--- config.mk ---
export PLATFORM = sky130hd
export DESIGN_NAME = keypad_scanner
export DESIGN_NICKNAME = d
export VERILOG_FILES = /design/src/rtl/keypad_scanner.sv
export SDC_FILE = /design/constraint.sdc
export NUM_CORES = 1
export LEC_CHECK = 0
export ABC_AREA = 1
export BUFFER_PORTS_ARGS = -buffer_cell sky130_fd_sc_hd__buf_2
export CAP_MARGIN = 40
export CORE_UTILIZATION = 30
export DETAILED_ROUTE_END_ITERATION = 7
export GPL_TIMING_DRIVEN = 0
export PLACE_DENSITY = 0.5
export SLEW_MARGIN = 0
export SYNTH_ARGS = -nofsm -noshare
export SYNTH_HDL_FRONTEND = slang
export SYNTH_SLANG_ARGS = --single-unit
--- constraint.sdc ---
create_clock -name clk -period 2.3 [get_ports clk]
set_input_delay 0.46 -clock clk [delete_from_list [all_inputs] [get_ports clk]]
set_output_delay 0.46 -clock clk [all_outputs]
set_load 0.02 [all_outputs]
--- src/rtl/keypad_scanner.sv ---
// 4x4 keypad column scanner with row synchronizer and press/release debounce.
// Emits one key_strobe per accepted press, with key_pos = {col_idx, row_idx}.
module keypad_scanner #(
  parameter int SCAN_DIV     = 1000,
  parameter int DEBOUNCE_CNT = 4
) (
  input  logic       clk,
  input  logic       resetn,
  input  logic       enable,
  input  logic [3:0] rows,
  output logic [3:0] cols,
  output logic [3:0] key_pos,
  output logic       key_strobe,
  output logic       key_held
);

  localparam int DIV_W = (SCAN_DIV > 1) ? $clog2(SCAN_DIV) : 1;
  localparam int CNT_W = $clog2(DEBOUNCE_CNT + 1);
  localparam logic [DIV_W-1:0] DIV_LAST = DIV_W'(SCAN_DIV - 1);
  localparam logic [CNT_W-1:0] CNT_MAX  = CNT_W'(DEBOUNCE_CNT);

  typedef enum logic [1:0] {ST_SCAN, ST_DEBOUNCE, ST_PRESSED} state_e;

  state_e           state_q, state_d;
  logic [3:0]       rows_meta_q, rows_meta_d;
  logic [3:0]       rows_s_q, rows_s_d;
  logic [DIV_W-1:0] div_q, div_d;
  logic [1:0]       col_idx_q, col_idx_d;
  logic [3:0]       cand_pos_q, cand_pos_d;
  logic [CNT_W-1:0] cnt_q, cnt_d;
  logic [3:0]       key_pos_q, key_pos_d;
  logic             key_strobe_q, key_strobe_d;
  logic             key_held_q, key_held_d;
  logic [3:0]       cols_q, cols_d;

  logic             tick;
  logic             cand_row_low;
  logic [CNT_W-1:0] cnt_inc;

  function automatic logic [CNT_W-1:0] sat_inc(input logic [CNT_W-1:0] v);
    return (v >= CNT_MAX) ? CNT_MAX : v + 1'b1;
  endfunction

  // Lowest-index active-low row wins when several rows are pulled down.
  function automatic logic [1:0] lowest_low_row(input logic [3:0] r);
    if (!r[0])      return 2'd0;
    else if (!r[1]) return 2'd1;
    else if (!r[2]) return 2'd2;
    else            return 2'd3;
  endfunction

  assign tick         = (div_q == DIV_LAST);
  assign cand_row_low = ~rows_s_q[cand_pos_q[1:0]];
  assign cnt_inc      = sat_inc(cnt_q);

  always_comb begin
    state_d      = state_q;
    rows_meta_d  = rows;
    rows_s_d     = rows_meta_q;
    div_d        = div_q;
    col_idx_d    = col_idx_q;
    cand_pos_d   = cand_pos_q;
    cnt_d        = cnt_q;
    key_pos_d    = key_pos_q;
    key_strobe_d = 1'b0;
    key_held_d   = key_held_q;

    if (!enable) begin
      state_d    = ST_SCAN;
      div_d      = '0;
      cnt_d      = '0;
      col_idx_d  = 2'd0;
      key_held_d = 1'b0;
    end else begin
      div_d = tick ? '0 : div_q + 1'b1;
      if (tick) begin
        case (state_q)
          ST_SCAN: begin
            if (rows_s_q == 4'b1111) begin
              col_idx_d = col_idx_q + 2'd1;
            end else begin
              cand_pos_d = {col_idx_q, lowest_low_row(rows_s_q)};
              if (DEBOUNCE_CNT <= 1) begin
                state_d      = ST_PRESSED;
                key_pos_d    = {col_idx_q, lowest_low_row(rows_s_q)};
                key_strobe_d = 1'b1;
                key_held_d   = 1'b1;
                cnt_d        = '0;
              end else begin
                state_d = ST_DEBOUNCE;
                cnt_d   = CNT_W'(1);
              end
            end
          end
          ST_DEBOUNCE: begin
            if (!cand_row_low) begin
              state_d   = ST_SCAN;
              cnt_d     = '0;
              col_idx_d = col_idx_q + 2'd1;
            end else if (cnt_inc >= CNT_MAX) begin
              state_d      = ST_PRESSED;
              key_pos_d    = cand_pos_q;
              key_strobe_d = 1'b1;
              key_held_d   = 1'b1;
              cnt_d        = '0;
            end else begin
              cnt_d = cnt_inc;
            end
          end
          ST_PRESSED: begin
            // cnt_q now counts consecutive high ticks of the held row.
            if (cand_row_low) begin
              cnt_d = '0;
            end else if (cnt_inc >= CNT_MAX) begin
              state_d    = ST_SCAN;
              key_held_d = 1'b0;
              cnt_d      = '0;
              col_idx_d  = col_idx_q + 2'd1;
            end else begin
              cnt_d = cnt_inc;
            end
          end
          default: state_d = ST_SCAN;
        endcase
      end
    end

    cols_d = enable ? ~(4'b0001 << col_idx_d) : 4'b1111;
  end

  always_ff @(posedge clk) begin
    if (!resetn) begin
      state_q      <= ST_SCAN;
      rows_meta_q  <= 4'b1111;
      rows_s_q     <= 4'b1111;
      div_q        <= '0;
      col_idx_q    <= 2'd0;
      cand_pos_q   <= 4'd0;
      cnt_q        <= '0;
      key_pos_q    <= 4'd0;
      key_strobe_q <= 1'b0;
      key_held_q   <= 1'b0;
      cols_q       <= enable ? 4'b1110 : 4'b1111;
    end else begin
      state_q      <= state_d;
      rows_meta_q  <= rows_meta_d;
      rows_s_q     <= rows_s_d;
      div_q        <= div_d;
      col_idx_q    <= col_idx_d;
      cand_pos_q   <= cand_pos_d;
      cnt_q        <= cnt_d;
      key_pos_q    <= key_pos_d;
      key_strobe_q <= key_strobe_d;
      key_held_q   <= key_held_d;
      cols_q       <= cols_d;
    end
  end

  assign cols       = cols_q;
  assign key_pos    = key_pos_q;
  assign key_strobe = key_strobe_q;
  assign key_held   = key_held_q;

endmodule

==> results of run 1 <==
==> registers in the layout, summed over array words and instances, names as in the netlist <==
name	cells
div_q	10
cand_pos_q	4
cols	4
key_pos	4
rows_meta_q	4
rows_s_q	4
cnt_q	3
col_idx_q	2
state_q	2
key_held	1
key_strobe	1
==> worst max-delay path: cells and delay by family, from the launching register on <==
family / cells / cell delay [ns]
flip-flops: 1 / 0.37
buffers and inverters: 1 / 0.07
AND/OR/NAND/NOR: 4 / 0.60
adder cells (fa/ha/maj): 1 / 0.25
AO/OA/AOI/OAI: 2 / 0.24
==> worst min-delay path by stage <==
| stage | endpoint |
|---|---|
| 2_1_floorplan | rows_s_q[0] |
| 3_3_place_gp | rows_s_q[0] |
| 3_5_place_dp | rows_s_q[0] |
| 4_1_cts | rows_meta_q[0] |
| 5_1_grt | rows_meta_q[1] |
| 6_report | rows_meta_q[0] |
==> kinds of logic (layout without fill, tap and decap cells) <==
kind of cell               Yosys count  in the layout  share of synthesized area, %
DFF                                 39             39                          44.3
xor gates and xnor gates             3              3                          1.49
AOI/OAI and AO/OA                   27             27                          8.38
adders and majority gates            7              7                          4.97
buffers and inverters               33             56                          7.24
and+or+nand+nor                    109            109                          33.6
==> per-layer routing <==
metal / global-route usage [%] / share of wire [%]
met2: 17.3 / 41
met3: 3.84 / 3.9
met4: 5.00 / 1.3
met1: 15.8 / 54
met5: 0 / 0
==> cells in the mapped netlist, drive strengths merged (4+ instances only) <==
cell / n
nand2: 41
nor3: 4
a21oi: 15
nand4: 4
ha: 7
o21ai: 10
inv: 31
nand3: 16
nor2: 30
or2: 9
dfxtp: 39
==> through the flow <==
stage	setup WS, ns	utilization (%)	std cells	instance area, sq um
2_1_floorplan	0.858	-	218	1760
3_3_place_gp	0.657	34.6	305	1930
3_5_place_dp	0.645	34.6	305	1930
4_1_cts	0.625	36.7	313	2050
5_1_grt	0.422	36.7	313	2050
6_report	0.661	36.7	313	2050
==> layout make-up <==
type	instances	area share [%]
inverter	32	5.99
clock inverter	2	1.89
multi-input combinational	146	41.7
buffer	1	0.244
sequential	39	38.1
tap	72	4.40
clock buffer	6	4.03
timing repair buffer	15	3.67
==> power by group through the flow <==
stage | Clock [mW] | Combinational, mW | Sequential, mW
detailed placement | 0 | 0.0501 | 0.704
floorplan | 0 | 0.0341 | 0.704
global placement | 0 | 0.0504 | 0.704
finish | 0.606 | 0.0498 | 0.688
global route | 0.657 | 0.0572 | 0.689
CTS | 0.628 | 0.0506 | 0.688
==> results summary, run 1 <==
The run finished with clean final reports. The sequential cells in the finished layout cover a total of 781 sq um. The clock sink count came out at 39. The worst register-to-register path begins at div_q[0]. The area growth from synthesis to layout is 16.3%. The worst slew slack as a fraction of its limit is between 70% and 80%.

The TritonCTS buffer count came out at 5. The number of cells on the worst hold path came out at 2. The internal cell power is ~1.1 mW. The final setup violation count is 0. The ratio of routed vias to standard cells came out at 4.23. The core footprint is about 5600 sq um. The congestion estimate from routability-driven global placement came to 0.786.

The number of DRC markers after the initial detailed-route iteration came out at 63. The dominant cell type by area after synthesis is sky130_fd_sc_hd__dfxtp_1. STA classifies the critical path startpoint as a flop. The number of distinct standard cells referenced by the synthesized netlist came out at 33. The final critical path takes up a little over 70% of the cycle. Hold timing on the final database bottoms out at a slack of ~0.35 ns. The time the final worst path needs with I/O delays and setup came out at 1.64 ns. The I/O pin count is 17. The total power density per cell area is 656 nW/um^2. Sorting the synthesized cells by area gives the leading types as sky130_fd_sc_hd__dfxtp_1, sky130_fd_sc_hd__nand2_1, sky130_fd_sc_hd__inv_1, sky130_fd_sc_hd__ha_1, sky130_fd_sc_hd__nor2_1.

The library cells used most frequently in the layout, excluding fill and tap cells, are sky130_fd_sc_hd__dfxtp_1, sky130_fd_sc_hd__nand2_1, sky130_fd_sc_hd__inv_1. The effective utilization at floorplan came out at 31.6%. Setup repair after global routing left no endpoint under its margin.

The final route contains 1325 vias. The total of flip-flops plus latches after synthesis is 39. The last element of the critical path is key_pos[3]. The startpoint identified for the worst hold timing path is rows[0]. The total half-perimeter wirelength after legalization and detailed placement is 2370 um.

The fill cell total of the finished layout is ~610. The floorplan has 27 rows. The maximum number of pins on one net before global-route repair is 14. The residual antenna-violating net count after detailed routing came out at 0.

The launch point of the worst path is div_q[0]. The switching power total came out at 0.285 mW. The quantity of hold-fixing buffers added after cts came out at 0. The total count of max-transition violations in the final report was 0. The share of async-settable or async-resettable flops after synthesis is 0%. The combined area of the multi-input logic cells came out at between 800 and 900 sq um. The global route total overflow is 0.

The per-cell routed wire length came out at 9.96 um. The largest vdd supply drop is 396 uV. The initial antenna violation count came out at 0. The post-route clock skew is 0.00945 ns. The total iterations of the first detailed-routing run came out at 4.

The share of layout cells above drive strength 1 came out at 27.4%. The net count after synthesis is 232. The peak per-stage delay on the critical path is between 0.3 and 0.4 ns. Port buffering added 15 buffers. The routed design has 3120 um of wire. The number of maximum-capacitance violations is 0.

The via count of the first global-routing pass is 1240. The clock network fraction of total power came out at a little under half. The data arrival at the endpoint of the critical path came out at 1.82 ns.

The critical path in this run is classified as flop to flop. The number of enable flip-flop cells after synthesis is 0. The worst register-to-register path ends at key_pos[3]. Data on the critical path is required at its endpoint by about 2.5 ns. The worst-path cell with the longest stage delay is sky130_fd_sc_hd__dfxtp_1.

The buffer count from post-CTS setup fixing came out at 0. The global routing usage summed across all routing layers came out at approximately an eighth. The leakage power of the design came out at 0.847 nW. The worst-case clock buffer depth came out at 2.

Clock-pin slew was measured on the worst setup and hold paths at 0.08 ns. The synthesized netlist occupies a cell area of 1760 sq um. The count of cells resized by post-cts repair came out at 0. The overall die width came out at 78.6 um.

The library cell appearing most often on the critical path is sky130_fd_sc_hd__nor2_2. Across all register-to-register paths, the minimum setup slack is 0.66 ns. The top cell type's share of synthesized area came out at 44.3%. In this run the clock root is driven by a sky130_fd_sc_hd__clkbuf_8.

The H-tree was split into 2 levels. The first-pass GRT wire length is ~5600 um. The worst hold path belongs to the class input pin to flop. The accumulated negative setup slack is 0 ns. Based on the critical path, the design can be clocked at up to 0.610 GHz.

At the end of the flow, the number of nets in the layout was 254. The fraction of power consumed by sequential logic came out at between 50% and 60%. Leaving out fill and tap cells, the most frequent cell in the layout is sky130_fd_sc_hd__dfxtp_1.

The transition time at the pin with the least slew margin came out at 0.314 ns. For this run, the leading register cell type out of synthesis is sky130_fd_sc_hd__dfxtp_1. Combinational logic is responsible for 3.7% of the overall power.

The floorplan step set the die height to 78.6 um. The worst reg-to-reg path cell count is 8. The total number of yosys warnings is 0. The antenna diode count came out at 0. The overall die area is 6180 sq um. The average cell area after synthesis is 8.08 sq um. The later-pin clock latency in the skew report came out at 0.29 ns. The total DRC errors in the routed layout came out at 0.

The overall power after layout is between 1 and 1.5 mW. The worst setup path is captured at a flop. The fraction of the yosys area taken by sequential cells came out at 44.3%. Walking the worst path, the cells encountered are ha_1 > inv_1 > nor2_2 > nand3_4 > nor2_2 > nand4_2 > o21ai_1 > a21oi_1. Net switching is between 20% and 30% of the power. The gate count after technology mapping came out at 218. TritonCTS built the clock tree. The final-report hold violation count came out at 0. Of all nets on the critical path, the largest fanout is 8.
(Power assumes the default switching activity.)
==> run 2, diff against run 1 <==
Settings changed: ABC_AREA 1 to 0.
Clock period 2.3 ns to 1.6 ns, I/O delays scaled along.
==> run 2 against run 1 <==
Against the previous run: the flow now finishes with violations (setup timing); register-to-register slack lost 0.93 ns; sequential share of layout area decreased by 4.9 points; sequential power rose by 43%; synthesized cell count shrank 6.4%; clock power rose by 11%; design area rose by 19%; worst hold slack lost 0.15 ns; final cell count increased by 1.3%; fmax decreased by 12%; largest power group unchanged; highest routed layer unchanged.
==> results summary, run 2 <==
The dominant cell type by area after synthesis is sky130_fd_sc_hd__dfxtp_1. The leakage power of the design is 0.834 nW. The total routed wirelength came out at ~4100 um. The share of async-settable or async-resettable flops after synthesis came out at 0%. The synthesized area came out at 1820 sq um.

The overall die area came out at 6380 sq um. The fraction of the core area covered by cells at the end of the flow came out at 41.3%. The fill cell total of the finished layout came out at ~620.

STA classifies the critical path endpoint as a flop. The total count of max-transition violations in the final report is 0. The final period utilization came out at 117%. The most used flip-flop cell after synthesis is sky130_fd_sc_hd__dfxtp_1. The worst slew slack as a fraction of its limit is around 64%. The logic gate share of total power is under 10%. Counting every instance in the synthesized netlist gives roughly 200. The number of maximum-capacitance violations is 0. The worst hold path belongs to the class input pin to flop. The startpoint identified for the worst register-to-register timing path is state_q[1]. The H-tree was split into 2 levels. The first-pass GRT wire length is ~6900 um.

Leaving out fill and tap cells, the most frequent cells in the layout are sky130_fd_sc_hd__dfxtp_1, sky130_fd_sc_hd__nand2_1, sky130_fd_sc_hd__buf_2. The number of DRC markers after the initial detailed-route iteration came out at a little over 100. The checks that failed: setup timing. Of all nets on the critical path, the largest fanout is 4. The area of all placed cells without fillers came out at 2430 sq um. The startpoint identified for the worst hold timing path is rows[2]. For the worst-skew pair, the clock arrives at the later sink with an insertion delay of 0.30 ns. The data arrival at the endpoint of the critical path came out at 2.05 ns. The ratio of routed vias to standard cells came out at 4.95. Setup repair after global routing could not meet its margin everywhere.

Traced cell by cell, the critical path runs through ha_4 > or4_4 > or4_4 > mux2i_1. The worst-case clock buffer depth came out at 2. At the pin with the least slew margin, the transition time is 0.540 ns. Dividing the synthesized area by the synthesized cell count gives 8.92 sq um. The repair_antennas step left the layout with diodes totalling 0. The floorplan has 28 rows. The total power density per cell area came out at 727 nW/um^2. Ranked by flip-flop count, first place goes to div_q. The endpoint of the most critical register-to-register path is cols[2].

Ranked by total cell area, the synthesized netlist is headed by sky130_fd_sc_hd__dfxtp_1, sky130_fd_sc_hd__ha_1, sky130_fd_sc_hd__nand2_1, sky130_fd_sc_hd__mux2i_1, sky130_fd_sc_hd__nand2b_1. The switching share of total power came out at 25.0%. The total half-perimeter wirelength after legalization and detailed placement is between 2000 and 3000 um. TritonCTS built the clock tree.

The clock network fraction of total power is 37.9%. STA classifies the critical path startpoint as a flop. The total number of yosys warnings came out at 0.

The cell that appears most often on the critical path is sky130_fd_sc_hd__or4_4. The via count of the first global-routing pass came out at 1467. The quantity of hold-fixing buffers added after cts came out at 0. Clock-pin slew was measured on the worst setup and hold paths at roughly 0.08 ns. For this run, the register share of the synthesized area comes to 42.9%. The library cell used most frequently in the layout, excluding fill and tap cells, is sky130_fd_sc_hd__dfxtp_1. Clock tree synthesis found a total of 39 sinks. The accumulated negative setup slack came out at -1.90 ns. The TritonCTS buffer count came out at 5. Across all layers, the routed design uses 1570 vias. The class of the most critical setup path is flop to flop. The residual antenna-violating net count after detailed routing is 0.

The count of port buffers added during placement is 16. The routability congestion estimate from global placement came out at between 0.7 and 0.8. The internal portion of the total power is 1.33 mW. The commonest cells after synthesis are sky130_fd_sc_hd__dfxtp_1, sky130_fd_sc_hd__nand2_1, sky130_fd_sc_hd__nor2_1. After synthesis the netlist holds a flip-flop and latch count of 39. The final setup violation count came out at 16. The number of distinct standard cells referenced by the synthesized netlist is 50. The most common cell in the netlist is sky130_fd_sc_hd__dfxtp_1. The effective utilization at floorplan came out at 30.9%.

The run finished, with violations left. The top cell type's share of synthesized area came out at 42.9%. Counting instances, the worst hold path has a depth of 2.

The setup slack at placement is -0.368 ns. The global routing usage summed across all routing layers came out at ~14%. The switching power total is 0.441 mW. The setup slack of the worst register-to-register path came out at -0.27 ns. The total overflow left after global routing is 0. The total DRC errors in the routed layout is 0.

The final-report hold violation count came out at 0. For this design, the slowest cell found on the critical path is sky130_fd_sc_hd__or4_4. The y dimension of the die came out at ~80 um. The smallest setup slack after layout came out at -0.267 ns. The endpoint required time on the critical path is 1.78 ns. The maximum number of pins on one net before global-route repair is 13. The number of nets at the end of the flow is around 260. The share of layout cells above drive strength 1 came out at 32.6%. In this run, flip-flops and latches consume 55.6% of the power. The post-route clock skew is 0.00935 ns.

The I/O pin count is 17. The worst reg-to-reg path cell count is 4. From left edge to right edge, the die measures between 70 and 80 um. For this run, the slowest stage of the critical path takes 0.58 ns. The largest vdd supply drop is about 300 uV.

For this run, the detailed router's first-pass iteration total came to 4. The number of enable flip-flop cells after synthesis is 0. The timing-limited maximum frequency is approximately 0.54 GHz. For hold timing, the worst endpoint is rows_meta_q[2]. Once placement finished, the instance area stood at slightly above 2000 sq um. The worst path in the final design needs a cycle of roughly 1.9 ns, including I/O delays and setup.

The synthesis-to-finish area growth came out at 33.5%. The flip-flop count of the largest register after layout came out at 10. The initial antenna violation count came out at 0. The per-cell routed wire length came out at 13.0 um. Clock tree synthesis selected as its root buffer the cell sky130_fd_sc_hd__clkbuf_8. The core footprint is about 6000 sq um.

The net count after synthesis is 218.
[run 2: cell types whose count changed after synthesis, sizes merged, moves of 4 or more]
| cell | before | now |
|---|---|---|
| clkbuf | 0 | 8 |
| nand4 | 4 | 8 |
| nand2b | 0 | 9 |
| and2 | 0 | 4 |
| nand2 | 41 | 23 |
| inv | 31 | 9 |
| a21oi | 15 | 8 |
| nand3 | 16 | 9 |
| or2 | 9 | 1 |
| nor2 | 30 | 14 |
| mux2i | 0 | 6 |
| xnor2 | 2 | 6 |
[run 2: layer usage]
metal  GRT usage (%)  vias up  wire length (um)  share of wire (%)
li1                -      800                 -                  -
met1            17.8      725              1970                 48
met2            22.1       36              1880                 46
met3            2.97        9               159                3.9
met4            8.21        0               112                2.7
met5               0        -                 0                  0
[run 2: logic make-up (layout without fill, tap and decap cells)]
group                    Yosys count  after routing  synth area share, %
AND/OR/NAND/NOR                   91             91                 27.2
flip-flops                        39             39                 42.9
AO/OA/AOI/OAI                     33             33                 12.2
buffers and inverters             18             56                 3.85
XOR/XNOR                           8              8                 3.85
multiplexers                       8              8                 5.15
adder cells (fa/ha/maj)            7              7                 4.81
[run 2: how the worst max path moves through the flow]
| stage | from | endpoint | slack [ns] | cells after the start |
|---|---|---|---|---|
| 3_5_place_dp | cand_pos_q[0] | cnt_q[0] | -0.37 | 5 |
| 4_1_cts | state_q[1] | cols[2] | -0.29 | 5 |
| 2_1_floorplan | state_q[1] | cols[2] | -0.22 | 5 |
| 5_1_grt | div_q[1] | cols[2] | -0.32 | 5 |
| 6_report | state_q[1] | cols[2] | -0.27 | 4 |
| 3_3_place_gp | div_q[2] | cols[3] | -0.59 | 4 |
[run 2: worst max-delay path: cells and delay by family, from the launching register on]
family / cells / cell delay, ns
AND/OR/NAND/NOR: 2 / 1.11
flip-flops: 1 / 0.37
adder cells (fa/ha/maj): 1 / 0.15
multiplexers: 1 / 0.13
[run 2: timing repair]
action / in CTS / in global routing
pin swaps: 9 / 5
setup buffers: 11 / 5
gates resized for setup: 31 / 13
endpoints found under the setup margin: 30 / 29
endpoints found under the hold margin: 0 / 0
[run 2: final cells by class]
type | instances | area [sq um] | area share (%)
Multi-Input combinational cell | 147 | 1150 | 47.2
Sequential cell | 39 | 807 | 33.2
Timing Repair Buffer | 33 | 223 | 9.17
Tap cell | 75 | 93.8 | 3.86
Clock buffer | 6 | 72.6 | 2.99
Buffer | 6 | 40.0 | 1.65
Inverter | 9 | 33.8 | 1.39
Clock inverter | 2 | 12.5 | 0.515
[run 2: power groups by stage]
| stage | Combinational (mW) | Clock (mW) | Sequential (mW) |
|---|---|---|---|
| CTS | 0.110 | 0.691 | 0.983 |
| finish | 0.114 | 0.670 | 0.982 |
| detailed placement | 0.0981 | 0 | 1.01 |
| global route | 0.126 | 0.733 | 0.984 |
| floorplan | 0.0669 | 0 | 1.01 |
| global placement | 0.0975 | 0 | 1.01 |
[run 2: metrics by stage]
step / total power, mW / hold WS, ns / std cells
global placement: 1.11 / 0.389 / 295
detailed placement: 1.11 / 0.391 / 296
CTS: 1.78 / 0.190 / 314
global route: 1.84 / 0.191 / 317
floorplan: 1.08 / 0.386 / 204
finish: 1.77 / 0.198 / 317
